File: src/rtl/sgdmac_cmd_splitter_pkg.sv
// sgdmac_cmd_splitter_pkg: shared FSM state enum, command width and command struct for the splitter
package sgdmac_pkg;
    localparam int CMD_DATA_LEN = 48;
    typedef enum logic [2:0] {IDLE, CALC, EMIT_RD, EMIT_WR, FIN} state_t;
    typedef struct packed {
        logic [31:0] addr;
        logic [15:0] byte_cnt;
    } cmd_t;
endpackage

File: src/rtl/sgdmac_cmd_splitter_if.sv
// sgdmac_cmd_splitter_if: descriptor and command handshake bundle; err_o exists only with SGDMAC_ALIGN_CHECK_EN
interface sgdmac_cmd_splitter_if;
    import sgdmac_pkg::*;
    logic                    desc_valid_i;
    logic                    desc_ready_o;
    logic [31:0]             desc_src_i;
    logic [31:0]             desc_dst_i;
    logic [15:0]             desc_len_i;
    logic                    cmd_valid_o;
    logic                    cmd_ready_i;
    logic                    cmd_rw_o;
    logic [CMD_DATA_LEN-1:0] cmd_data_o;
    logic                    busy_o;
    logic                    done_o;
`ifdef SGDMAC_ALIGN_CHECK_EN
    logic                    err_o;
    modport slave (
        input  desc_valid_i, desc_src_i, desc_dst_i, desc_len_i, cmd_ready_i,
        output desc_ready_o, cmd_valid_o, cmd_rw_o, cmd_data_o, busy_o, done_o, err_o
    );
    modport master (
        output desc_valid_i, desc_src_i, desc_dst_i, desc_len_i, cmd_ready_i,
        input  desc_ready_o, cmd_valid_o, cmd_rw_o, cmd_data_o, busy_o, done_o, err_o
    );
`else
    modport slave (
        input  desc_valid_i, desc_src_i, desc_dst_i, desc_len_i, cmd_ready_i,
        output desc_ready_o, cmd_valid_o, cmd_rw_o, cmd_data_o, busy_o, done_o
    );
    modport master (
        output desc_valid_i, desc_src_i, desc_dst_i, desc_len_i, cmd_ready_i,
        input  desc_ready_o, cmd_valid_o, cmd_rw_o, cmd_data_o, busy_o, done_o
    );
`endif
endinterface

File: src/rtl/sgdmac_cmd_splitter_chunk_calc.sv
// sgdmac_chunk_calc: combinational min of remaining, max burst and room to the next src/dst boundary
module sgdmac_chunk_calc #(
    parameter int MAX_BURST_BYTES = 64,
    parameter int BOUNDARY_BYTES  = 4096
) (
    input  logic [15:0] remaining,
    input  logic [31:0] src,
    input  logic [31:0] dst,
    output logic [15:0] chunk
);
    logic [16:0] src_room, dst_room, m_burst, m_src, m_dst;
    assign src_room = 17'(BOUNDARY_BYTES) - 17'(src % 32'(BOUNDARY_BYTES));
    assign dst_room = 17'(BOUNDARY_BYTES) - 17'(dst % 32'(BOUNDARY_BYTES));
    assign m_burst  = ({1'b0, remaining} < 17'(MAX_BURST_BYTES)) ? {1'b0, remaining} : 17'(MAX_BURST_BYTES);
    assign m_src    = (m_burst < src_room) ? m_burst : src_room;
    assign m_dst    = (m_src < dst_room) ? m_src : dst_room;
    assign chunk    = 16'(m_dst);
endmodule

File: src/rtl/sgdmac_cmd_splitter.sv
// sgdmac_cmd_splitter: splits a copy descriptor into paired read/write commands that never cross a boundary; SGDMAC_ALIGN_CHECK_EN adds a sticky alignment error
module sgdmac_cmd_splitter
    import sgdmac_pkg::*;
#(
    parameter int MAX_BURST_BYTES = 64,
    parameter int BOUNDARY_BYTES  = 4096
) (
    input logic               clk,
    input logic               rst,
    sgdmac_cmd_splitter_if.slave bus
);
    state_t      state, state_n;
    logic [31:0] src, dst;
    logic [15:0] remaining, chunk, chunk_n;
    logic        accept, cmd_ok, misaligned;
    cmd_t        cmd;

    assign accept = bus.desc_valid_i && state == IDLE;
    assign cmd_ok = bus.cmd_valid_o && bus.cmd_ready_i;

`ifdef SGDMAC_ALIGN_CHECK_EN
    logic err;
    assign misaligned = |{bus.desc_src_i[1:0], bus.desc_dst_i[1:0], bus.desc_len_i[1:0]};
    assign bus.err_o  = err;
    // sticky error set by a misaligned accepted descriptor, cleared only by reset
    always_ff @(posedge clk) begin
        if (rst)
            err <= 1'b0;
        else if (accept && misaligned)
            err <= 1'b1;
    end
`else
    assign misaligned = 1'b0;
`endif

    sgdmac_chunk_calc #(
        .MAX_BURST_BYTES(MAX_BURST_BYTES),
        .BOUNDARY_BYTES (BOUNDARY_BYTES)
    ) u_chunk_calc (
        .remaining(remaining),
        .src      (src),
        .dst      (dst),
        .chunk    (chunk_n)
    );

    // next-state logic; the write handshake retires the chunk so the last pair leads to FIN
    always_comb begin
        state_n = state;
        case (state)
            IDLE:    state_n = accept ? ((bus.desc_len_i == 16'd0 || misaligned) ? FIN : CALC) : IDLE;
            CALC:    state_n = EMIT_RD;
            EMIT_RD: state_n = bus.cmd_ready_i ? EMIT_WR : EMIT_RD;
            EMIT_WR: state_n = bus.cmd_ready_i ? ((remaining == chunk) ? FIN : CALC) : EMIT_WR;
            FIN:     state_n = IDLE;
            default: state_n = IDLE;
        endcase
    end

    // state and datapath registers; addresses wrap naturally at 2^32
    always_ff @(posedge clk) begin
        if (rst) begin
            state     <= IDLE;
            src       <= '0;
            dst       <= '0;
            remaining <= '0;
            chunk     <= '0;
        end else begin
            state <= state_n;
            if (accept) begin
                src       <= bus.desc_src_i;
                dst       <= bus.desc_dst_i;
                remaining <= bus.desc_len_i;
            end
            if (state == CALC)
                chunk <= chunk_n;
            if (state == EMIT_WR && cmd_ok) begin
                src       <= src + 32'(chunk);
                dst       <= dst + 32'(chunk);
                remaining <= remaining - chunk;
            end
        end
    end

    assign cmd.addr         = (state == EMIT_WR) ? dst : src;
    assign cmd.byte_cnt     = chunk;
    assign bus.desc_ready_o = state == IDLE;
    assign bus.cmd_valid_o  = state == EMIT_RD || state == EMIT_WR;
    assign bus.cmd_rw_o     = state == EMIT_WR;
    assign bus.cmd_data_o   = bus.cmd_valid_o ? cmd : '0;
    assign bus.busy_o       = state != IDLE;
    assign bus.done_o       = state == FIN;
endmodule

File: src/flat_wrapper.sv
// flat-port wrapper written by rule: the top's interface ports become plain ports
module sgdmac_cmd_splitter_flat import sgdmac_pkg::*;
#(
    parameter int MAX_BURST_BYTES = 64,
    parameter int BOUNDARY_BYTES  = 4096
)
  (clk, rst, bus_desc_valid_i, bus_desc_src_i, bus_desc_dst_i, bus_desc_len_i, bus_cmd_ready_i, bus_desc_ready_o, bus_cmd_valid_o, bus_cmd_rw_o, bus_cmd_data_o, bus_busy_o, bus_done_o);
  sgdmac_cmd_splitter_if bus_i ();
  input logic clk;
  input logic rst;
  input wire logic [$bits(bus_i.desc_valid_i)-1:0] bus_desc_valid_i;
  input wire logic [$bits(bus_i.desc_src_i)-1:0] bus_desc_src_i;
  input wire logic [$bits(bus_i.desc_dst_i)-1:0] bus_desc_dst_i;
  input wire logic [$bits(bus_i.desc_len_i)-1:0] bus_desc_len_i;
  input wire logic [$bits(bus_i.cmd_ready_i)-1:0] bus_cmd_ready_i;
  output wire logic [$bits(bus_i.desc_ready_o)-1:0] bus_desc_ready_o;
  output wire logic [$bits(bus_i.cmd_valid_o)-1:0] bus_cmd_valid_o;
  output wire logic [$bits(bus_i.cmd_rw_o)-1:0] bus_cmd_rw_o;
  output wire logic [$bits(bus_i.cmd_data_o)-1:0] bus_cmd_data_o;
  output wire logic [$bits(bus_i.busy_o)-1:0] bus_busy_o;
  output wire logic [$bits(bus_i.done_o)-1:0] bus_done_o;
  assign bus_i.desc_valid_i = bus_desc_valid_i;
  assign bus_i.desc_src_i = bus_desc_src_i;
  assign bus_i.desc_dst_i = bus_desc_dst_i;
  assign bus_i.desc_len_i = bus_desc_len_i;
  assign bus_i.cmd_ready_i = bus_cmd_ready_i;
  assign bus_desc_ready_o = bus_i.desc_ready_o;
  assign bus_cmd_valid_o = bus_i.cmd_valid_o;
  assign bus_cmd_rw_o = bus_i.cmd_rw_o;
  assign bus_cmd_data_o = bus_i.cmd_data_o;
  assign bus_busy_o = bus_i.busy_o;
  assign bus_done_o = bus_i.done_o;
  sgdmac_cmd_splitter #(.MAX_BURST_BYTES(MAX_BURST_BYTES), .BOUNDARY_BYTES(BOUNDARY_BYTES)) u_core (.clk(clk), .rst(rst), .bus(bus_i));
endmodule
File: config.mk
export PLATFORM = sky130hd
export DESIGN_NAME = sgdmac_cmd_splitter_flat
export DESIGN_NICKNAME = d
export VERILOG_FILES = /design/src/rtl/sgdmac_cmd_splitter_pkg.sv /design/src/rtl/sgdmac_cmd_splitter_if.sv /design/src/rtl/sgdmac_cmd_splitter_chunk_calc.sv /design/src/rtl/sgdmac_cmd_splitter.sv /design/src/flat_wrapper.sv
export SDC_FILE = /design/constraint.sdc
export NUM_CORES = 1
export LEC_CHECK = 0
export CORE_AREA = 2 2 187 189
export DETAILED_ROUTE_END_ITERATION = 12
export DIE_AREA = 0 0 189 191
export GPL_TIMING_DRIVEN = 0
export SLEW_MARGIN = 20
export SYNTH_ARGS = -nofsm -noshare
export SYNTH_HDL_FRONTEND = slang
export SYNTH_SLANG_ARGS = --single-unit
File: constraint.sdc
create_clock -name clk -period 7.9 [get_ports clk]
set_clock_uncertainty 0.15 [all_clocks]
set_input_delay 1.185 -clock clk [delete_from_list [all_inputs] [get_ports clk]]
set_output_delay 1.185 -clock clk [all_outputs]
set_load 0.05 [all_outputs]
==> summary.md <==
| Metric | Value |
|---|---|
| Status | `finished, final reports clean` |
| GRT overflow | `0` |
| Area leader, netlist | `dfxtp_1` |
| Top_reg_cell synth | `dfxtp_1` |
| Min cycle time layout | `6.31 ns` |
| Multiplexer area fraction after synthesis | `4.29%` |
| Vias | `9781` |
| # IOs | `137` |
| Num rows | `68` |
| Non-Filler Instances | `1754` |
| Critical path class | `reg -> reg` |
| Power per Cell Area | `183 mW/mm^2` |
| Dpl ws | `1.71 ns` |
| Via/cell ratio | `5.58` |
| RSZ-0062 raised after global routing | `false` |
| Setup WS post-layout | `1.59 ns` |
| Wire per inst | `21.6 um` |
| Total track usage | `20.5%` |
| Met1 track demand over resource | `27.0%` |
| Reg2Reg Setup Slack | `1.59 ns` |
| Simple-gate share of the synthesized area | `25.9%` |
| Dominant combinational cell family by area after synthesis | `simple AND/OR/NAND/NOR gates` |
| # hold bufs at CTS | `0` |
| Adder-Cell Fraction of Synth Area | `11.5%` |
| Mapped Area | `0.00846 mm^2` |
| First-pass DRT Iterations | `6` |
| Initial antenna violation count | `0` |
| Worst hold path class | `reg -> reg` |
| Initial Util | `24.8%` |
| # Post-CTS Setup Buffers | `0` |
| Largest net degree at the start of global routing | `17` |
| Post-route DRC | `0` |
| H-Tree Level Count | `3` |
| Total number of clock tree sinks | `99` |
| Worst-margin pin slew | `1.09 ns` |
| Max stage delay on crit path | `0.78 ns` |
| Setup tns final | `0 ns` |
| Final setup violation count | `0` |
| Arr. time, crit path | `6.45 ns` |
| CP startpoint | `u_core.src[2]$_SDFFE_PP0P_` |
| Core area | `0.0341 mm^2` |
| Total power | `1.96 mW` |
| Placed wire-length estimate | `29500 um` |
| Area post-placement | `0.0104 mm^2` |
| Yosys reg bits | `99` |
| Top-area cell type share of the netlist area | `23.4%` |
| CP Launch Type | `flip-flop` |
| Die footprint | `0.0361 mm^2` |
| Syn Area/Cell | `7.41 um^2` |
| # nets final | `1454` |
| PostCTS Resize Cnt | `0` |
| Leak | `4.02 nW` |
| TritonCTS buffer count | `9` |
| M2 GR Usage | `33.3%` |
| Crit-path max FO | `10` |
| Routability cong. | `0.943` |
| Die height | `191 um` |
| Post-Synthesis Cells | `1142` |
| N_diodes | `0` |
| Clock-pin slew of the registers on the worst-case setup and hold paths | `0.08 ns` |
| Critical Path RT | `8.04 ns` |
| Ranking of synthesized cells by area | `dfxtp_1 23%, ha_1 11%, nand2_1 6.0%` |
| Seq/Total Area, Yosys | `23.4%` |
| Critical path capture point | `u_core.chunk[9]$_SDFFE_PP0N_` |
| Slew margin rel. | `26.4%` |
| Global-route wire length before repair | `56500 um` |
| R2r startpoint | `u_core.src[2]$_SDFFE_PP0P_` |
| Post-route cell area | `0.0107 mm^2` |
| Endpoints failing hold | `0` |
| Worst vdd ir | `100 uV` |
| Number of synthesized flops with an enable pin | `0` |
| Post-synthesis xor/xnor area fraction | `4.97%` |
| Fraction of layout cells with a size suffix above 1 | `3.23%` |
| Vias in the first global route | `9347` |
| Synthesis-to-finish area growth | `26.5%` |
| Clk buf depth | `2` |
| Port buffer count | `136` |
| Async SR Flop Fraction | `0%` |
| CP cell instances | `or4_1, or3_1, nor4_1, xor2_1, ha_1, nand4_1, nor2_1, a221oi_1, and2_4, buf_6, nand2_1, o21ai_2, ha_1, nand4_1, nor3_1, nor3_1, nand4_1, o31ai_1, clkbuf_1, a21oi_1, a21oi_1` |
| Crit-path slowest cell | `o31ai_1` |
| Final Max Slew Viols | `0` |
| Final period utilization | `79.8%` |
| R2R depth | `21` |
| Synth cell types | `75` |
| Worst-Skew Late Latency | `0.36 ns` |
| CTS tree | `built` |
| Synth Area in Compound Gates | `24.9%` |
| Drt total wl | `37900 um` |
| Synth Warn # | `0` |
| Post-DRT Antenna Nets | `0` |
| WHS | `0.354 ns` |
| Placed instance count | `1738` |
| Die Span X | `189 um` |
| Worst r2r dst | `u_core.chunk[9]$_SDFFE_PP0N_` |
| CP dominant cell by count | `nand4_1` |
| Utilization after layout | `31.4%` |
| DR iter-0 viols | `938` |
| Clk root buf | `clkbuf_16` |
| Global Route met3 Usage | `2.90%` |
| Max_cap viols | `0` |
| Gr busiest metal | `met2` |
| Fmax | `159 MHz` |
| CP endpoint kind | `flip-flop` |
## logic make-up (layout without fill, tap and decap cells)
group,Yosys count,in the layout
other,1,6
and+or+nand+nor,458,458
DFF,99,99
adders and majority gates,76,76
muxes,36,36
xor gates and xnor gates,48,48
AOI/OAI and AO/OA,316,316
buffers and inverters,108,260
## layout by cell type, fill, tap and decap left out, types with 8 or more instances in the layout
cell	count
xor2_1	29
clkbuf_1	46
ha_1	73
a221oi_1	12
or3_1	12
xnor2_1	19
nor3_1	30
and2_1	8
nand3_1	32
and3_1	14
clkdlybuf4s50_1	136
a21o_1	15
nor4_1	18
a311oi_1	19
clkbuf_16	9
dfxtp_1	99
o21ai_0	44
a31oi_1	22
o211ai_1	10
or4_1	8
nand2b_1	12
nand2_1	135
nor2_1	131
mux2i_1	34
a21oi_1	101
a22oi_1	10
nand4_1	17
o21a_1	8
inv_1	45
buf_1	14
## synth_stat cells (14+ instances only)
cell,n
a21o_1,15
a21oi_1,101
a311oi_1,19
a31oi_1,22
and3_1,14
buf_1,14
clkbuf_1,46
dfxtp_1,99
ha_1,73
inv_1,45
mux2i_1,34
nand2_1,135
nand3_1,32
nand4_1,17
nor2_1,131
nor3_1,30
nor4_1,18
o21ai_0,44
xnor2_1,19
xor2_1,29
## flip-flops by register name, indices dropped and copies added, names as in the netlist
signal and cells:
u_core.chunk 16, u_core.remaining 16, u_core.dst 32, u_core.state 3, u_core.src 32
## power by group
group          internal, mW  switching, mW  leakage [nW]  total (mW)
combinational         0.335          0.538          3.07       0.874
sequential            0.542         0.0725         0.812       0.615
clock                 0.245          0.222         0.141       0.467
## worst min-delay path by stage
stage	startpoint	cells past startpoint	to	slack, ns
floorplan	u_core.chunk[3]$_SDFFE_PP0N_	2	u_core.chunk[3]$_SDFFE_PP0N_	0.32
global placement	u_core.dst[31]$_SDFFE_PP0P_	2	u_core.dst[31]$_SDFFE_PP0P_	0.33
detailed placement	u_core.dst[31]$_SDFFE_PP0P_	2	u_core.dst[31]$_SDFFE_PP0P_	0.35
CTS	u_core.dst[31]$_SDFFE_PP0P_	2	u_core.dst[31]$_SDFFE_PP0P_	0.35
global route	u_core.dst[31]$_SDFFE_PP0P_	2	u_core.dst[31]$_SDFFE_PP0P_	0.37
finish	u_core.dst[31]$_SDFFE_PP0P_	2	u_core.dst[31]$_SDFFE_PP0P_	0.35
## layout make-up
type,instances,area [um^2]
Clock inverter,7,68.8
Clock buffer,9,225
Tap cell,455,569
Buffer,63,249
Multi-Input combinational cell,940,6080
Timing Repair Buffer,136,1360
Inverter,45,169
Sequential cell,99,1980
Fill cell,3669,23400
## layer usage
| layer | up-vias | wire [um] |
|---|---|---|
| met2 | 510 | 16800 |
| met1 | 4670 | 16100 |
| met5 | - | 0 |
| met3 | 98 | 3280 |
| li1 | 4503 | - |
| met4 | 0 | 1720 |
## worst max-delay path, delay by kind of cell (launching register included)
kind | cells | cell delay (ns)
buf+inv | 2 | 0.60
flops | 1 | 0.42
compound gates | 5 | 1.88
fa+ha+maj | 2 | 0.60
simple gates | 11 | 2.39
xor+xnor | 1 | 0.17
(Power assumes the default switching activity.)
